## src/rtl/pipeline_latch.sv

```systemverilog
// pipeline_latch: valid/ready pipeline stage register with flush, NOP fill and a saturating stall counter.
// Optional macro PIPELINE_LATCH_SKID_EN adds a skid entry so in_ready comes from a register.
module pipeline_latch #(
  parameter int unsigned         BUS_SIZE  = 32,
  parameter logic [BUS_SIZE-1:0] NOP_VALUE = '0,
  parameter int unsigned         CNT_WIDTH = 16
) (
  input  logic                 clk,
  input  logic                 reset,
  input  logic                 flush,
  input  logic                 in_valid,
  output logic                 in_ready,
  input  logic [BUS_SIZE-1:0]  data_in,
  output logic                 out_valid,
  input  logic                 out_ready,
  output logic [BUS_SIZE-1:0]  data_out,
  output logic [CNT_WIDTH-1:0] stall_cnt
);

  localparam logic [CNT_WIDTH-1:0] CNT_MAX = '1;
  localparam logic [CNT_WIDTH-1:0] CNT_ONE = CNT_WIDTH'(1);

`ifdef PIPELINE_LATCH_SKID_EN
  typedef enum logic [1:0] {
    EMPTY = 2'd0,
    FULL  = 2'd1,
    SKID  = 2'd2
  } state_e;
`else
  typedef enum logic [1:0] {
    EMPTY = 2'd0,
    FULL  = 2'd1
  } state_e;
`endif

  state_e                 state_q, state_d;
  logic                   valid_q, valid_d;
  logic [BUS_SIZE-1:0]    main_q,  main_d;
  logic [CNT_WIDTH-1:0]   cnt_q,   cnt_d;
  logic                   accept;
  logic                   consume;

`ifdef PIPELINE_LATCH_SKID_EN
  logic [BUS_SIZE-1:0]    skid_q,  skid_d;
  logic                   rdy_q,   rdy_d;

  assign in_ready = rdy_q;
`else
  assign in_ready = !valid_q || out_ready;
`endif

  assign out_valid = valid_q;
  assign data_out  = main_q;
  assign stall_cnt = cnt_q;

  assign accept  = in_valid && in_ready;
  assign consume = valid_q && out_ready;

  // Next-state, datapath and stall-counter update; flush freezes the counter.
  always_comb begin
    state_d = state_q;
    main_d  = main_q;
    cnt_d   = cnt_q;
`ifdef PIPELINE_LATCH_SKID_EN
    skid_d  = skid_q;
`endif

    if (flush) begin
      state_d = EMPTY;
      main_d  = NOP_VALUE;
`ifdef PIPELINE_LATCH_SKID_EN
      skid_d  = NOP_VALUE;
`endif
    end else begin
      case (state_q)
        EMPTY: begin
          if (accept) begin
            state_d = FULL;
            main_d  = data_in;
          end
        end
        FULL: begin
          if (consume && accept) begin
            main_d = data_in;
          end else if (consume) begin
            state_d = EMPTY;
            main_d  = NOP_VALUE;
          end
`ifdef PIPELINE_LATCH_SKID_EN
          else if (accept) begin
            state_d = SKID;
            skid_d  = data_in;
          end
`endif
        end
`ifdef PIPELINE_LATCH_SKID_EN
        SKID: begin
          // in_ready is low here, so only a consume can move the stage.
          if (consume) begin
            state_d = FULL;
            main_d  = skid_q;
            skid_d  = NOP_VALUE;
          end
        end
`endif
        default: begin
          state_d = EMPTY;
          main_d  = NOP_VALUE;
        end
      endcase

      if (valid_q && !out_ready && (cnt_q != CNT_MAX)) begin
        cnt_d = cnt_q + CNT_ONE;
      end
    end

    valid_d = (state_d != EMPTY);
`ifdef PIPELINE_LATCH_SKID_EN
    rdy_d   = (state_d != SKID);
`endif
  end

  // State and data registers with synchronous reset.
  always_ff @(posedge clk) begin
    if (reset) begin
      state_q <= EMPTY;
      valid_q <= 1'b0;
      main_q  <= NOP_VALUE;
      cnt_q   <= '0;
`ifdef PIPELINE_LATCH_SKID_EN
      skid_q  <= NOP_VALUE;
      rdy_q   <= 1'b1;
`endif
    end else begin
      state_q <= state_d;
      valid_q <= valid_d;
      main_q  <= main_d;
      cnt_q   <= cnt_d;
`ifdef PIPELINE_LATCH_SKID_EN
      skid_q  <= skid_d;
      rdy_q   <= rdy_d;
`endif
    end
  end

endmodule
```

## config.mk

```make
export PLATFORM = sky130hd
export DESIGN_NAME = pipeline_latch
export DESIGN_NICKNAME = d
export VERILOG_FILES = /design/src/rtl/pipeline_latch.sv
export SDC_FILE = /design/constraint.sdc
export NUM_CORES = 1
export LEC_CHECK = 0
export ABC_AREA = 1
export CAP_MARGIN = 15
export CORE_MARGIN = 8
export CORE_UTILIZATION = 44
export CTS_CLUSTER_SIZE = 14
export DETAILED_ROUTE_END_ITERATION = 12
export PLACE_DENSITY = 0.86
export SYNTH_ARGS = -nofsm -noshare
export SYNTH_HDL_FRONTEND = slang
export SYNTH_SLANG_ARGS = --single-unit
```

## constraint.sdc

```tcl
create_clock -name clk -period 2.1 [get_ports clk]
set_clock_uncertainty 0.2 [all_clocks]
set_input_delay 0.42 -clock clk [delete_from_list [all_inputs] [get_ports clk]]
set_output_delay 0.42 -clock clk [all_outputs]
set_load 0.02 [all_outputs]
```

* After elaboration in Yosys (flattened, before gate mapping)
Index checks and enable logic that the tools add are counted.
** Word-level totals
- Flip-flop bits (word level) :: 51
- Input bits :: 37
- Output and inout port bits :: 50
** Cells by class
- Add/sub/neg operators :: 1
- Equal/unequal tests :: 4
- Multiplexer cells :: 9
- Bitwise operators :: 1
- Reductions and logical operators :: 13
** Operator list (count)
- $mux W32 :: 3
- $pmux W32 S2 :: 1
- $add A16 B1 Y16 const B :: 1
- $ne A16 B16 Y1 const B :: 1
- $mux W2 :: 4
- $logic_and A1 B1 Y1 :: 5
- $pmux W2 S2 :: 1
- $reduce_and A2 Y1 :: 2
- $ne A3 B3 Y1 const B :: 1
- $eq A2 B1 Y1 const B :: 1
- $logic_not A1 Y1 :: 2
- $logic_not A2 Y1 :: 1
- $ne A2 B2 Y1 const B :: 1
- $reduce_bool A2 Y1 :: 1
- $reduce_or A2 Y1 :: 1
- $logic_or A1 B1 Y1 :: 1
- $not A1 Y1 :: 1

* Logic depth before layout (Yosys ltp)
Gate-level depths: netlist (run 1).
- Depth in word-level cells :: 8
- Mapped depth :: 10
- Gate-level depth less buffers :: 10

* Worst setup path after synthesis (run 1)
No wires, ideal clock.
- Kind :: flip-flop to flip-flop
- Start point :: register cnt_q[1] (netlist: stall_cnt[1])
- End point :: register cnt_q[13] (netlist: stall_cnt[13])
- Data arrival time :: 1556 ps
- Data required time :: 1832 ps
- Slack :: 276 ps
- Stages on the path, launching flop included :: 11
- Cells stage by stage :: dfxtp_1 -> ha_1 -> nand2_2 -> nor2_4 -> nand2_2 -> nor2_4 -> nand2_4 -> nand2_4 -> buf_8 -> nand2_1 -> a21oi_2
** On the way
- Word-level cells in the longest chain between the ends :: 3
- Elaborated cells between the ends (all ways) :: 4
- Those cells by class :: add/sub: 1; eq/ne: 1; reduce/logical: 2
** Ends and longest elaborated chain
- start: declaration :: RTL line 39 : logic [CNT_WIDTH-1:0] cnt_q, cnt_d;
- start signal: assignment :: RTL line 138 : cnt_q <= cnt_d;
- branches (longest 3 deep; another with $add A16 B1 Y16)
Several ways; the timed one is not identified.
A chain may end at the register's enable or synchronous reset.

* Final worst setup path (run 1)
- Start point :: register cnt_q[13] (netlist: stall_cnt[13])
- End point :: output port stall_cnt[13]
** RTL lines
- end: declaration :: RTL line 17 : output logic [CNT_WIDTH-1:0] stall_cnt
No word-level cell between the ends.

==> impl_metrics.ini, run 1 <==
[logic_synthesis]
synth-xor-area-share = 0.01132
synth_async_sr_flop_share = 0
synth-simple-area-share = 0.3466
yosysMostFrequentCell = nand2_1
synth_area_leader_cell = dfxtp_1
postSynthAreaPerCell_um2 = 7.208
synth-seq-cells = 51
synth_flop_cell = dfxtp_1
synthAdderAreaFrac = 0.005391
synth_fp_nets = 360
synthCells = 322
synth-seq-area-share = 0.4399
synth_top_area_frac = 0.4399
syn-cell-area_mm2 = 0.002321
ys_types = 28
synth_compound_area_frac = 0.1186
synth.top_cells.by_count = nand2_1, dfxtp_1, nand3_1
synth.mux.area_fraction = 0
synth_area_leaders = dfxtp_1, nand2_1, nand3_1
yosys_warnings = 0
synth_edf_count = 0
synth_top_family_by_area = simple AND/OR/NAND/NOR gates

[worst_setup_path]
rr_startpoint = stall_cnt[0]$_SDFFE_PP0P_
slowest_delay_ns = 0.65
worstPathArrival_ns = 1.41
path_cells = clkdlybuf4s50_1
reg2reg_depth = 9
crit_buf_inv = 1
endpoint_kind = output port
crit_family = buffers and inverters
cp_data_required_time_ns = 1.48
start_kind = flop
cp-startpoint = stall_cnt[13]$_SDFFE_PP0P_
critPathMaxFanout = 6
worstSetupPathType = reg -> out
worstReg2RegEnd = stall_cnt[15]$_SDFFE_PP0P_
rrSetupSlack_ns = 0.21
critPathSlowestCell = clkdlybuf4s50_1

[timing]
finalSetupViolCount = 0
final_hold_viol_count = 0
rsz0062_at_grt = false
slew_headroom = 0.6544
max_clock_freq_ghz = 0.4927
worst_slew_pin_slew_ns = 0.5184
whs_ns = 0.2654
slew_viol_final = 0
tns_ns = 0
fin_crit_sh = 0.9665
fin_crit_ns = 2.030

[floorplanning]
start_util = 0.4544
die_y_um = 88.63
num_rows = 26
core-area_mm2 = 0.005107
ios = 87
fp.dieW_um = 88.63
dieArea_mm2 = 0.007855

[pwr]
p_leak_nw = 1.221
p_per_area_mw_per_mm2 = 557.3
seqPwrFrac = 0.514
p_clk_frac = 0.370
intPower_mw = 1.493
swShare = 0.2238
p_switching_mw = 0.4306
vdd_drop_max_uv = 415.1
power_frac_comb = 0.115
p_total_mw = 1.924

[route]
drtIter0Drc = 82
routedWlPerCell_um = 13.41
wl_um = 6519
via_per_inst = 4.877
firstDrtPassIters = 4
drc = 0
vias = 2370
postRouteAntennaNets = 0

[layout]
fillers = 444
fin_area_mm2 = 0.003452
nets = 453
layout-drive-gt1-share = 0.09615
n_antenna_cell = 0
final_cells = 486
syn_to_final_growth_pct = 48.73

[status]
status = complete, no violations

[clocking]
postCtsHoldBufs = 0
cts_max_path_buffers = 2
post_cts_buffers = 0
tritoncts = done
cts_htree_levels = 2
cts-buffers-inserted = 5
cts.sinks = 51
clock_latency_ns = 0.30
cts-root-buf = clkbuf_8
clk_pin_slew_ns = 0.10

[placed_design]
place_congestion = 0.8474
port_buffers = 86
dp_cells = 478
placed_area_mm2 = 0.003329
dp_hpwl_um = 4957

[global_route]
grt_overflow = 0
grt_first_pass_wirelength_um = 10650
antenna_found_initial = 0
grt_max_degree = 25
first_global_vias = 2358
track_usage = 0.1686

[hold_path]
hold_end = data_out[16]$_SDFFE_PP0P_
hold-path-cell-count = 2
hp-class = reg -> reg
min_from = data_out[16]$_SDFFE_PP0P_

[flow_run]
max_cap_violations = 0
[routing by layer]
layer  track usage  wire [um]
met1        0.1828       2583
met2        0.2877       3172
met3       0.07707        707
met4       0.04608         56
met5             0          0
[placed cells by master, fill, tap and decap left out, types with 5 or more instances in the layout]
| master | Yosys | routed |
|---|---|---|
| a21oi_1 | 27 | 27 |
| buf_4 | 2 | 9 |
| nor2_1 | 26 | 26 |
| nand3_1 | 31 | 31 |
| o21ai_1 | 8 | 8 |
| o21ai_0 | 13 | 13 |
| nand2_1 | 98 | 98 |
| dfxtp_1 | 51 | 51 |
| clkbuf_8 | 0 | 6 |
| inv_1 | 23 | 23 |
| clkdlybuf4s50_1 | 0 | 84 |
| nand4_1 | 5 | 5 |
[how the worst max path moves through the flow]
| stage | to | slack (ns) | depth (start not counted) |
|---|---|---|---|
| global placement | in_ready | -0.12 | 4 |
| global route | stall_cnt[13] | 0.01 | 1 |
| floorplan | stall_cnt[13]$_SDFFE_PP0P_ | 0.28 | 10 |
| finish | stall_cnt[13] | 0.07 | 1 |
| CTS | stall_cnt[2] | 0.03 | 1 |
| detailed placement | in_ready | -0.17 | 4 |
[registers in the layout (all words and copies together), names as in the netlist]
signal and count:
data_out 32, stall_cnt 16, out_valid 1, state_q 2
[final cells by class]
class / instances / area [um2] / area share
Clock buffer: 6 / 82.58 / 0.02392
Clock inverter: 2 / 38.79 / 0.01124
Inverter: 24 / 90.09 / 0.02610
Multi-Input combinational cell: 234 / 1122 / 0.3251
Sequential cell: 51 / 1021 / 0.2958
Tap cell: 70 / 87.58 / 0.02537
Timing Repair Buffer: 99 / 1010 / 0.2925
[logic make-up after synthesis]
kind of cell,Yosys count
and+or+nand+nor,177
AOI/OAI and AO/OA,52
DFF,51
buffers and inverters,37
xor gates and xnor gates,3
adders and majority gates,1
other,1
[power by group through the flow]
stage,Combinational (mW),Clock [mW],Sequential [mW]
global route,0.240,0.765,0.992
floorplan,0.0723,0,1.03
detailed placement,0.223,0,1.01
finish,0.222,0.713,0.989
CTS,0.223,0.733,0.989
global placement,0.221,0,1.01
[what timing repair did]
item	4_1_cts	5_1_grt
gates resized for setup	1	1
endpoints found under the setup margin	1	1
pin swaps	0	0
[stage by stage]
step	worst slack, ns	utilization
after floorplan	0.2763	-
after global placement	-0.1154	0.6519
after detailed placement	-0.1693	0.6519
after CTS	0.03234	0.6754
after global routing	0.01109	0.6759
final	0.07025	0.6759
No activity file was read; power rests on OpenSTA's default activity.
==> run 2, diff against run 1 <==
CELL_PAD_IN_SITES_DETAIL_PLACEMENT = 1   (was not set)
CELL_PAD_IN_SITES_GLOBAL_PLACEMENT = 1   (was not set)
CORE_UTILIZATION = 30   (was 44)
PLACE_DENSITY = 0.85   (was 0.86)
==> impl_metrics.ini, run 2 (synthesis results as in run 1) <==
[worst_setup_path]
slowest_delay_ns = 0.66
worstSetupPathType = reg -> out
start_kind = flop
path_cells = clkdlybuf4s50_1
endpoint_kind = output port
critPathSlowestCell = clkdlybuf4s50_1
worstPathArrival_ns = 1.42
crit_family = buffers and inverters
critPathMaxFanout = 6
crit_buf_inv = 1
cp_data_required_time_ns = 1.48

[route]
vias = 2427
via_per_inst = 4.658
postRouteAntennaNets = 0
routedWlPerCell_um = 14.64
wl_um = 7630
drtIter0Drc = 52
firstDrtPassIters = 4
drc = 0

[pwr]
seqPwrFrac = 0.515
vdd_drop_max_uv = 258.5
intPower_mw = 1.459
p_clk_frac = 0.370
p_leak_nw = 1.211
p_per_area_mw_per_mm2 = 552.4
p_switching_mw = 0.4613
p_total_mw = 1.920
swShare = 0.2403
power_frac_comb = 0.115

[timing]
whs_ns = 0.2676
slew_headroom = 0.6405
max_clock_freq_ghz = 0.4909
fin_crit_sh = 0.9701
finalSetupViolCount = 0
rsz0062_at_grt = false
final_hold_viol_count = 0
worst_slew_pin_slew_ns = 0.5392
slew_viol_final = 0
fin_crit_ns = 2.037

[clocking]
clock_latency_ns = 0.31
cts.sinks = 51
post_cts_buffers = 0
cts-buffers-inserted = 5
cts_htree_levels = 2
cts_max_path_buffers = 2
cts-root-buf = clkbuf_8
clk_pin_slew_ns = 0.10
tritoncts = done

[global_route]
first_global_vias = 2642
grt_util_met1 = 0.1464
met3_usage = 0.04895
grt_overflow = 0
grt_first_pass_wirelength_um = 12790
antenna_found_initial = 0
grt.met2_usage = 0.2676
grt_most_used_layer = met2
grt_max_degree = 21
track_usage = 0.1430

[layout]
layout-drive-gt1-share = 0.1002
final_common_cell = nand2_1
syn_to_final_growth_pct = 49.76
largest_reg_flops = 32
n_antenna_cell = 0
mostFrequentLayoutCells = nand2_1, clkdlybuf4s50_1, dfxtp_1
nets = 456
utilization = 0.4569

[placed_design]
port_buffers = 86
dp_hpwl_um = 6018
place_congestion = 0.8084

[floorplanning]
core-area_mm2 = 0.007607
ios = 87
dieArea_mm2 = 0.01081
fp.dieW_um = 104.0
start_util = 0.3051
num_rows = 32
die_y_um = 104.0

[flow_run]
max_cap_violations = 0

[status]
status = complete, no violations

[hold_path]
hp-class = reg -> reg
run 2: timing repair:
action / 4_1_cts / 5_1_grt
hold endpoints to repair: 0 / 0
setup endpoints to repair: 2 / 0
hold buffers: 0 / 0
resized for setup: 2 / 0
run 2: through the flow:
stage          setup slack (ns)  TNS [ns]  instances  instance area, um2
3_5_place_dp            -0.1846    -3.134        513                3367
2_1_floorplan            0.2763         0        322                2321
5_1_grt                0.002830         0        521                3476
6_report                0.06280         0        521                3476
4_1_cts                 0.04582         0        521                3476
3_3_place_gp            -0.1687    -1.148        513                3367
run 2: power groups by stage:
stage | clock network, mW | registers, mW | logic (mW)
3_3_place_gp | 0 | 1.01 | 0.220
3_5_place_dp | 0 | 1.01 | 0.224
2_1_floorplan | 0 | 1.03 | 0.0723
6_report | 0.710 | 0.989 | 0.221
5_1_grt | 0.771 | 0.992 | 0.241
4_1_cts | 0.734 | 0.990 | 0.224
run 2: worst paths after layout:
path | start | end | slack, ns | depth (start not counted)
hold reg to reg | data_out[14]$_SDFFE_PP0P_ | data_out[14]$_SDFFE_PP0P_ | 0.27 | 2
setup / recovery | stall_cnt[8]$_SDFFE_PP0P_ | stall_cnt[8] | 0.06 | 1
hold / removal | data_out[14]$_SDFFE_PP0P_ | data_out[14]$_SDFFE_PP0P_ | 0.27 | 2
setup reg to reg | stall_cnt[0]$_SDFFE_PP0P_ | stall_cnt[5]$_SDFFE_PP0P_ | 0.25 | 9
run 2: cell type report:
cell class                 instances  area [um2]
inverter                          24       90.09
timing repair buffer             102        1003
tap                              102       127.6
sequential                        51        1021
clock buffer                       6       72.57
clock inverter                     2       38.79
multi-input combinational        234        1122
fill                             958        4131
run 2: worst reg2reg max path, stage by stage (launching register included):
cell and delay, ns:
dfxtp_1 0.36, ha_1 0.24, nand2_2 0.09, nor2_4 0.13, nand2_2 0.10, nor2_4 0.13
nand2_4 0.14, nand2_4 0.18, nand2_1 0.07, a21oi_1 0.14
run 2: layer usage:
layer / vias to the layer above / wire length, um
met5: - / 0
met4: 0 / 78
met3: 7 / 479
met2: 60 / 4043
met1: 1135 / 3028
li1: 1225 / -
